$ cat src/rtl/icc_branch_unit_pkg.sv
// Shared definitions for the integer condition codes and Bicc evaluation:
// cond encodings, ICC bit positions, branch-unit state and the cc-op predicate.
package icc_branch_unit_pkg;

  localparam logic [3:0] COND_N   = 4'b0000;
  localparam logic [3:0] COND_E   = 4'b0001;
  localparam logic [3:0] COND_LE  = 4'b0010;
  localparam logic [3:0] COND_L   = 4'b0011;
  localparam logic [3:0] COND_LEU = 4'b0100;
  localparam logic [3:0] COND_CS  = 4'b0101;
  localparam logic [3:0] COND_NEG = 4'b0110;
  localparam logic [3:0] COND_VS  = 4'b0111;
  localparam logic [3:0] COND_A   = 4'b1000;
  localparam logic [3:0] COND_NE  = 4'b1001;
  localparam logic [3:0] COND_G   = 4'b1010;
  localparam logic [3:0] COND_GE  = 4'b1011;
  localparam logic [3:0] COND_GU  = 4'b1100;
  localparam logic [3:0] COND_CC  = 4'b1101;
  localparam logic [3:0] COND_POS = 4'b1110;
  localparam logic [3:0] COND_VC  = 4'b1111;

  localparam int ICC_N = 3;
  localparam int ICC_Z = 2;
  localparam int ICC_V = 1;
  localparam int ICC_C = 0;

  typedef enum logic {
    IDLE = 1'b0,
    DS   = 1'b1
  } br_state_t;

  // cc-modifying ALU ops occupy op[5]==0, op[4]==1 in the opcode map.
  function automatic logic is_cc_op(input logic [5:0] op);
    return !op[5] && op[4];
  endfunction

endpackage

$ cat src/rtl/icc_cond_eval.sv
// Combinational Bicc condition evaluator: cond field + {N,Z,V,C} -> taken.
// Kept standalone so a branch predictor can reuse the same decode.
module icc_cond_eval
  import icc_branch_unit_pkg::*;
(
  input  logic [3:0] cond,
  input  logic [3:0] flags,
  output logic       taken
);

  logic n, z, v, c;
  logic base;

  assign n = flags[ICC_N];
  assign z = flags[ICC_Z];
  assign v = flags[ICC_V];
  assign c = flags[ICC_C];

  // Upper eight conds are the complements of the lower eight; BN inverts to BA.
  always_comb begin
    base = 1'b0;
    unique case (cond[2:0])
      3'd0: base = 1'b0;
      3'd1: base = z;
      3'd2: base = z | (n ^ v);
      3'd3: base = n ^ v;
      3'd4: base = c | z;
      3'd5: base = c;
      3'd6: base = n;
      3'd7: base = v;
    endcase
  end

  assign taken = cond[3] ? ~base : base;

endmodule

$ cat src/rtl/icc_branch_unit.sv
// Integer condition-code register plus Bicc resolution with same-cycle bypass
// and delay-slot tracking (annulment, branch-in-delay-slot error).
module icc_branch_unit
  import icc_branch_unit_pkg::*;
(
  input  logic       clk,
  input  logic       reset,
  input  logic       stall,
  input  logic       cc_we,
  input  logic       alu_n,
  input  logic       alu_z,
  input  logic       alu_v,
  input  logic       alu_c,
  input  logic       br_valid,
  input  logic [3:0] br_cond,
  input  logic       br_annul,
  output logic [3:0] icc,
  output logic       br_taken,
  output logic       annul_next,
  output logic       err_dcti
);

  br_state_t  state;
  logic [3:0] alu_flags;
  logic [3:0] eff_flags;
  logic       squashed;
  logic       cc_write;
  logic       cond_taken;
  logic       annul;

  assign alu_flags = {alu_n, alu_z, alu_v, alu_c};

  // A squashed delay-slot instruction must neither write cc nor feed the bypass.
  assign squashed  = (state == DS) && annul_next;
  assign cc_write  = cc_we && !squashed;
  assign eff_flags = cc_write ? alu_flags : icc;

  icc_cond_eval u_cond_eval (
    .cond  (br_cond),
    .flags (eff_flags),
    .taken (cond_taken)
  );

  assign annul = br_annul && (!cond_taken || (br_cond == COND_A));

  // NOTE: non-blocking assignments so every register samples pre-edge values.
  always_ff @(posedge clk or posedge reset) begin
    if (reset) begin
      state      <= IDLE;
      icc        <= 4'b0000;
      br_taken   <= 1'b0;
      annul_next <= 1'b0;
      err_dcti   <= 1'b0;
    end else if (!stall) begin
      if (cc_write) icc <= alu_flags;
      br_taken   <= 1'b0;
      annul_next <= 1'b0;
      err_dcti   <= 1'b0;
      unique case (state)
        IDLE: begin
          if (br_valid) begin
            br_taken   <= cond_taken;
            annul_next <= annul;
            state      <= DS;
          end
        end
        DS: begin
          err_dcti <= br_valid;
          state    <= IDLE;
        end
      endcase
    end
  end

endmodule

$ cat config.mk
export PLATFORM = sky130hd
export DESIGN_NAME = icc_branch_unit
export DESIGN_NICKNAME = d
export VERILOG_FILES = /design/src/rtl/icc_branch_unit_pkg.sv /design/src/rtl/icc_cond_eval.sv /design/src/rtl/icc_branch_unit.sv
export SDC_FILE = /design/constraint.sdc
export NUM_CORES = 1
export LEC_CHECK = 0
export ABC_AREA = 1
export BUFFER_PORTS_ARGS = -buffer_cell sky130_fd_sc_hd__buf_2
export CAP_MARGIN = 20
export CORE_UTILIZATION = 40
export DETAILED_ROUTE_END_ITERATION = 10
export GPL_TIMING_DRIVEN = 0
export HOLD_SLACK_MARGIN = 0.06
export PLACE_DENSITY = 0.7
export SKIP_CTS_REPAIR_TIMING = 1
export SYNTH_ARGS = -nofsm -noshare
export SYNTH_HDL_FRONTEND = slang
export SYNTH_SLANG_ARGS = --single-unit
$ cat constraint.sdc
create_clock -name clk -period 1.2 [get_ports clk]
set_clock_uncertainty 0.05 [all_clocks]
set_input_delay 0.24 -clock clk [delete_from_list [all_inputs] [get_ports clk]]
set_output_delay 0.24 -clock clk [all_outputs]
set_load 0.02 [all_outputs]
# Word-level counts from Yosys, hierarchy flattened
# Index checks and enable logic that the tools add are counted.
[word_totals] inputBits=14 out_inout_bits=7 elab_cells=35 regBits=8
[op_classes] bitwise=5 eq_ne=8 mux=10 reduce_logical=7
[op_table] cell="3-bit equality test (second input constant)" n=4
[op_table] cell="1-bit one-hot mux with 8 select lines" n=1
[op_table] cell="1-bit two-way mux" n=7
[op_table] cell="3-bit by 2-bit equality test with 1-bit output (second input constant)" n=2
[op_table] cell="4-bit equality test (second input constant)" n=1
[op_table] cell="4-bit two-way mux" n=1
[op_table] cell="3-bit by 1-bit equality test with 1-bit output (second input constant)" n=1
[op_table] cell="1-bit logical AND" n=3
[op_table] cell="3-bit logical NOT" n=1
[op_table] cell="1-bit logical NOT" n=2
[op_table] cell="1-bit inverter" n=2
[op_table] cell="1-bit bitwise OR" n=2
[op_table] cell="1-bit one-hot mux with 2 select lines" n=1
[op_table] cell="1-bit logical OR" n=1
[op_table] cell="1-bit bitwise XOR" n=1

# Depth between registers and ports, before layout
# Gate-level depths: netlist of run 1.
[logic_depth] depth_word=14 depth_mapped=13 depth_no_buf=13

# Cells and area by module
# A second synthesis of run 1 with hierarchy kept.
[unflattened] hier_cells=89 area_unflattened_um2=571.8
[by_module_without_submodules] mod="icc_branch_unit" area_each_um2=470.5 instances=1 seq_area_each_um2=200.2 cells_per_inst=64
[by_module_without_submodules] mod="icc_cond_eval" area_each_um2=101.3 instances=1 seq_area_each_um2=0.0 cells_per_inst=25

# Worst setup path after synthesis of run 1
# OpenSTA, ideal clock, no wires.
[synth_timing] path_kind="flip-flop to flip-flop" start="reg annul_next" end="reg annul_next" path_buffers=0 slack_ns=-0.255 arrival_ns=1.288 period_less_slack_ns=1.455 setup_time_ns=0.117 required_time_ns=1.033 path_stages_with_launch=12 path_cell_list="dfrtp_1 -> nand2_4 -> nand2_4 -> nand2_1 -> nand2_2 -> nand2_2 -> nand3_1 -> nand3b_1 -> nand2_2 -> nand2_1 -> nand3_1 -> nand2_1"
[synth_via] elab_chain_len=14 elab_cells_between_ends=15 classes_between="5 x mux; 4 x bitwise; 6 x reduce/logical"
[synth_lines] item="start: declaration" line="icc_branch_unit.sv:19" source="output logic annul_next,"
[synth_lines] item="start signal: assignment" line="icc_branch_unit.sv:63" source="annul_next <= annul;"
[synth_lines] item="1-bit logical AND (*)" line="icc_branch_unit.sv:34" source="assign squashed = (state == DS) && annul_next;"
[synth_lines] item="1-bit logical NOT (*)" line="icc_branch_unit.sv:35" source="assign cc_write = cc_we && !squashed;"
[synth_lines] item="1-bit logical AND (*)" line="icc_branch_unit.sv:35"
[synth_lines] item="4-bit two-way mux (*)"
[synth_lines] item="1-bit bitwise XOR" line="icc_cond_eval.sv:25, icc_cond_eval.sv:26"
[synth_lines] item="1-bit bitwise OR" line="icc_cond_eval.sv:25" source="3'd2: base = z | (n ^ v);"
[synth_lines] item="1-bit one-hot mux with 8 select lines (*)" line="icc_cond_eval.sv:22" source="unique case (cond[2:0])"
[synth_lines] item="1-bit inverter" line="icc_cond_eval.sv:34" source="assign taken = cond[3] ? ~base : base;"
[synth_lines] item="1-bit two-way mux (*)" line="icc_cond_eval.sv:34"
[synth_lines] item="1-bit logical NOT (*)" line="icc_branch_unit.sv:44" source="assign annul = br_annul && (!cond_taken || (br_cond == COND_A));"
[synth_lines] item="1-bit logical OR (*)" line="icc_branch_unit.sv:44"
[synth_lines] item="1-bit logical AND (*)" line="icc_branch_unit.sv:44"
[synth_lines] item="1-bit two-way mux (*)" line="icc_branch_unit.sv:61" source="if (br_valid) begin"
[synth_lines] item="1-bit two-way mux (*)" line="icc_branch_unit.sv:59" source="unique case (state)"
# Mark *: on every way between the ends. The rest lies on a longest branch, timed or not.
# A chain may end at the register's enable or synchronous reset.

# Worst setup path in the final report of run 1
# Ends and elaborated chain as after synthesis.

==> results.txt, run 1 <==
Tmin final: 1.49 ns
Largest area contributor in the netlist: dfrtp_1
Synth Area in Simple Gates: 0.487
Slew at the pin closest to its max-slew limit: 0.414 ns
Largest net degree at the start of global routing: 11
Sequential power share: 0.397
GRT Overall Usage: 0.186
H-tree levels: 1
Core Area: 1300 sq um
I/O Pins: 21
GPL Wtd Cong: 0.672
CTS tree: built
Register bit total from synthesis: 8
Clk_lat worst skew: 0.25 ns
CTS Sinks: 8
Setup WS pre-CTS: -0.313 ns
R2R Setup Slk: -0.29 ns
FMAX: 670 MHz
Fin crit share: 1.24
Placed cell count: 118
Compound-Gate Fraction of Synth Area: 0.0625
Max FO, Critical Path: 7
First-pass GRT wire length: 1.92 mm
Adder-cell share of the synthesized area: 0
# diodes: 0
DRC: 0
Global routing's busiest layer: met2
Outcome: finished with violations
Cell Pwr Density: 1080 nW/um^2
Fraction of layout cells with a size suffix above 1: 0.389
Hold Worst Slack: 0.218 ns
DRT Pass-1 Iters: 4
Fin area: 766 sq um
Setup WS post-layout: -0.291 ns
Final wirelength: 1.27 mm
Startpoint Class: flop
Portion of netlist area occupied by mux cells: 0
Site row count: 13
Worst r2r dst: annul_next
YS warnings: 0
Die area: 1560 sq um
R2R depth: 10
1st-iter DRT viols: 4
Critical path arrival: 1.58 ns
Area contributors post-synth: dfrtp_1 (36%), nand2_1 (17%), nand3_1 (9.8%)
Slew Limit Headroom: 0.724
Largest family of logic cells by synthesized area: simple AND/OR/NAND/NOR gates
Post-synthesis xor/xnor area fraction: 0
Clock tree buffer depth: 2
Endpoint type of the worst setup path: flop
RSZ-0062 raised after global routing: true
Critical setup path kind: reg -> reg
Via density: 4.84
Post-Syn Nets: 98
Comb pwr share: 0.342
Synth-to-Final Area Change: 36.6%
Pint: 542 uW
DRT antenna net count: 0
Register area share after synthesis: 0.357
Vias in the first global route: 479
Unique cell type count in the Yosys netlist: 14
DP Area: 676 sq um
Dpl hpwl: 1.00 mm
VDD IR max: 1120 uV
Initial core utilization: 0.431
Post-Layout Cell Count: 128
Violated checks: setup timing
Die Wd: 39.4 microns
Port bufs: 19
Layout Nets: 128
RR Startpoint: annul_next
Die Y: 39.4 microns
Via count: 620
Post-Syn Area: 561 sq um
Wire per inst: 9.94 microns
Global route total overflow: 0
Crit. Startpoint: annul_next
Total of max-cap violations: 0
Switch share: 0.343
Met3 Track Usage GR: 0.0682
Total CTS buffers: 3
# setup viols final: 2
Clock network power share: 0.261
Required @ worst endpoint: 1.29 ns
Syn avg cell area: 6.67 sq um
Sw power: 283 uW
Max-slew violations: 0
Routing usage on met2: 0.303
Leak Pwr: 0.442 nW
Worst-path clk slew: 0.06 ns
CP endpoint: annul_next
Met1 usage: 0.238
Antenna violations before repair: 0
Syn Inst Count: 84
CTS root buffer: clkbuf_4
Synth top area share: 0.357
Final hold violations: 0
Worst hold path class: in -> reg
[sequential cells by signal, indices dropped and copies added (netlist names)]
| register | count |
|---|---|
| icc | 4 |
| err_dcti | 1 |
| annul_next | 1 |
| br_taken | 1 |
| state | 1 |
[routing by layer]
metal / up-vias / share of wire / wire (microns)
met5: - / 0 / 0
met1: 278 / 0.44 / 559
met2: 15 / 0.51 / 647
met3: 0 / 0.052 / 66
met4: 0 / 0 / 0
li1: 327 / - / -
[kinds of logic after synthesis]
logic type | count (synthesis)
flip-flops | 8
buffers and inverters | 14
AO/OA/AOI/OAI | 7
AND/OR/NAND/NOR | 55
[metrics by stage]
stage / utilization / power [mW] / setup TNS (ns)
after floorplan: - / 0.494 / -0.367
after global placement: 0.519 / 0.570 / -0.510
after detailed placement: 0.519 / 0.576 / -0.607
after CTS: 0.539 / 0.797 / -0.631
after global routing: 0.588 / 0.892 / -0.893
final: 0.588 / 0.825 / -0.571
[cell usage after synthesis]
cell,instances
nand3b_1,3
dfrtp_1,8
clkbuf_1,1
nand2_2,6
nand2_1,26
nand2_4,2
nand3_2,1
o21ai_1,1
inv_2,1
o21ai_0,6
nand3_1,11
nor2_1,4
nand4_1,2
inv_1,12
[power by group through the flow]
stage / combinational (mW) / clock, mW / sequential (mW)
final: 0.282 / 0.216 / 0.327
after global routing: 0.315 / 0.245 / 0.331
after CTS: 0.247 / 0.223 / 0.327
after detailed placement: 0.245 / 0 / 0.332
after global placement: 0.240 / 0 / 0.330
after floorplan: 0.131 / 0 / 0.363
[cell usage in the layout (no fill, tap or decap)]
cell,instances
clkbuf_1,2
inv_2,1
dfrtp_2,1
nand2_1,21
dfrtp_1,7
inv_1,12
buf_4,5
nand4_1,2
nand2_2,11
nand3_1,11
o21ai_0,3
buf_2,19
nand2_4,2
o21ai_1,3
clkbuf_4,3
nand3b_1,3
nor2_1,4
dlygate4sd3_1,1
nand3_2,1
o21ai_2,1
[critical path, cell delays in order (launching register included)]
cell and delay (ns):
dfrtp_2 0.43, nand2_4 0.12, nand2_4 0.08, nand2_1 0.09, nand2_2 0.06, nand2_2 0.08
nand3_1 0.07, nand3b_1 0.16, nand4_1 0.11, nand3_1 0.09, nand2_1 0.05
[worst min path at each step]
stage / from / endpoint / slack, ns / cells after the start
detailed placement: reset / icc[0] / 0.14 / 2
finish: br_valid / err_dcti / 0.22 / 3
CTS: reset / err_dcti / -0.13 / 2
global placement: reset / icc[0] / 0.14 / 2
floorplan: reset / br_taken / 0.006 / 1
global route: br_cond[3] / br_taken / 0.25 / 4
[final cells by class]
type | instances | area, sq um
Timing Repair Buffer | 25 | 143
Tap cell | 15 | 18.8
Clock buffer | 4 | 26.3
Multi-Input combinational cell | 62 | 324
Buffer | 1 | 3.75
Sequential cell | 8 | 201
Inverter | 13 | 48.8
Fill cell | 150 | 536
Power figures use the tool's default switching activity.
==> run 2, diff against run 1 <==
Settings changed: CORE_MARGIN from default to 2.
Clock period 1.2 ns to 1.3 ns, I/O delays scaled along.
==> results.txt, run 2 (synthesis results as in run 1) <==
Clock tree buffer depth: 2
Die area: 1720 sq um
Final hold violations: 0
WHS Path Cells: 3
Critical path arrival: 1.58 ns
Min-Delay Endpoint: err_dcti
Worst-path clk slew: 0.06 ns
DP Area: 676 sq um
Die Y: 41.4 microns
Total of max-cap violations: 0
CTS Sinks: 8
# setup viols final: 2
Max FO, Critical Path: 7
Area of the multi-input gates: 320 sq um
R2R depth: 10
Synth-to-Final Area Change: 30.6%
Finished Core Util: 0.563
Outcome: finished with violations
1st-iter DRT viols: 10
# diodes: 0
CTS root buffer: clkbuf_4
VDD IR max: 761 uV
Slew at the pin closest to its max-slew limit: 0.358 ns
DRT antenna net count: 0
DRC: 0
Layout Nets: 124
Global route total overflow: 0
FMAX: 673 MHz
Tot Pwr: 745 uW
Endpoint type of the worst setup path: flop
Fillcell total: 134
Die Wd: 41.4 microns
I/O Pins: 21
Fin crit share: 1.14
Worst r2r dst: annul_next
Dpl hpwl: 997 microns
Cell Pwr Density: 1020 nW/um^2
Clk_lat worst skew: 0.25 ns
Critical setup path kind: reg -> reg
RSZ-0062 raised after global routing: true
Wire per inst: 9.93 microns
Largest net degree at the start of global routing: 11
DRT Pass-1 Iters: 4
Register area: 201 sq um
Core Area: 1300 sq um
Worst hold path class: in -> reg
CTS tree: built
Fin Setup TNS: -0.368 ns
Final wirelength: 1.23 mm
Leak Pwr: 0.424 nW
Leading cell type in the layout, fill and taps excluded: nand2_1
Via count: 601
Biggest register: icc
Number of flip-flops in the largest register: 4
R2R Setup Slk: -0.19 ns
Most frequent cells in the layout: nand2_1 (23), buf_2 (19), inv_1 (12)
Max-slew violations: 0
Antenna violations before repair: 0
Port bufs: 19
First-pass GRT wire length: 2.07 mm
Site row count: 13
Via density: 4.85
Violated checks: setup timing
Slew Limit Headroom: 0.762
Setup WS post-layout: -0.186 ns
Hold Worst Slack: 0.234 ns
H-tree levels: 1
GPL Wtd Cong: 0.788
Fin area: 732 sq um
Total CTS buffers: 3
Initial core utilization: 0.431
Startpoint Class: flop
Hold_sp: br_valid
Tmin final: 1.49 ns
GRT Overall Usage: 0.156
Required @ worst endpoint: 1.40 ns
Vias in the first global route: 530
Fraction of layout cells with a size suffix above 1: 0.349
RR Startpoint: state
## run 2: cell types whose count changed in the layout (fill, tap and decap cells not counted), sizes merged
| cell | change |
|---|---|
| buf | -4 |
## run 2: worst max-delay path by stage
| stage | from | end | slack, ns |
|---|---|---|---|
| floorplan | annul_next | annul_next | -0.08 |
| global placement | state | annul_next | -0.16 |
| detailed placement | state | annul_next | -0.20 |
| CTS | state | annul_next | -0.21 |
| global route | state | br_taken | -0.31 |
| finish | state | annul_next | -0.19 |
## run 2: cell type report
| cell class | instances | share of cell area |
|---|---|---|
| Tap cell | 15 | 0.0256 |
| Clock buffer | 4 | 0.0359 |
| Buffer | 1 | 0.00513 |
| Sequential cell | 8 | 0.275 |
| Multi-Input combinational cell | 62 | 0.438 |
| Inverter | 13 | 0.0667 |
| Timing Repair Buffer | 21 | 0.154 |
## run 2: metal layers
layer / vias up / routed length [microns] / track usage
li1: 320 / - / -
met4: 0 / 5 / 0.0387
met1: 263 / 564 / 0.182
met2: 16 / 575 / 0.259
met5: - / 0 / 0
met3: 2 / 86 / 0.0696
## run 2: through the flow
step                cells  setup slack [ns]
finish                124            -0.186
CTS                   122            -0.213
floorplan              84           -0.0841
global placement      118            -0.156
detailed placement    118            -0.199
global route          124            -0.312
## run 2: worst max-delay path, stage by stage (launching register included)
cell      delay, ns
dfrtp_1        0.43
nand2_4        0.12
nand2_4        0.08
nand2_2        0.07
nand2_2        0.07
nand2_2        0.09
nand3_2        0.07
nand3b_1       0.15
nand4_1        0.11
nand3_1        0.09
nand2_1        0.05
## run 2: report_power, final
group          internal, mW  total (mW)  switching (mW)
combinational        0.0888       0.235           0.147
sequential            0.278       0.302          0.0244
clock                 0.118       0.207          0.0893
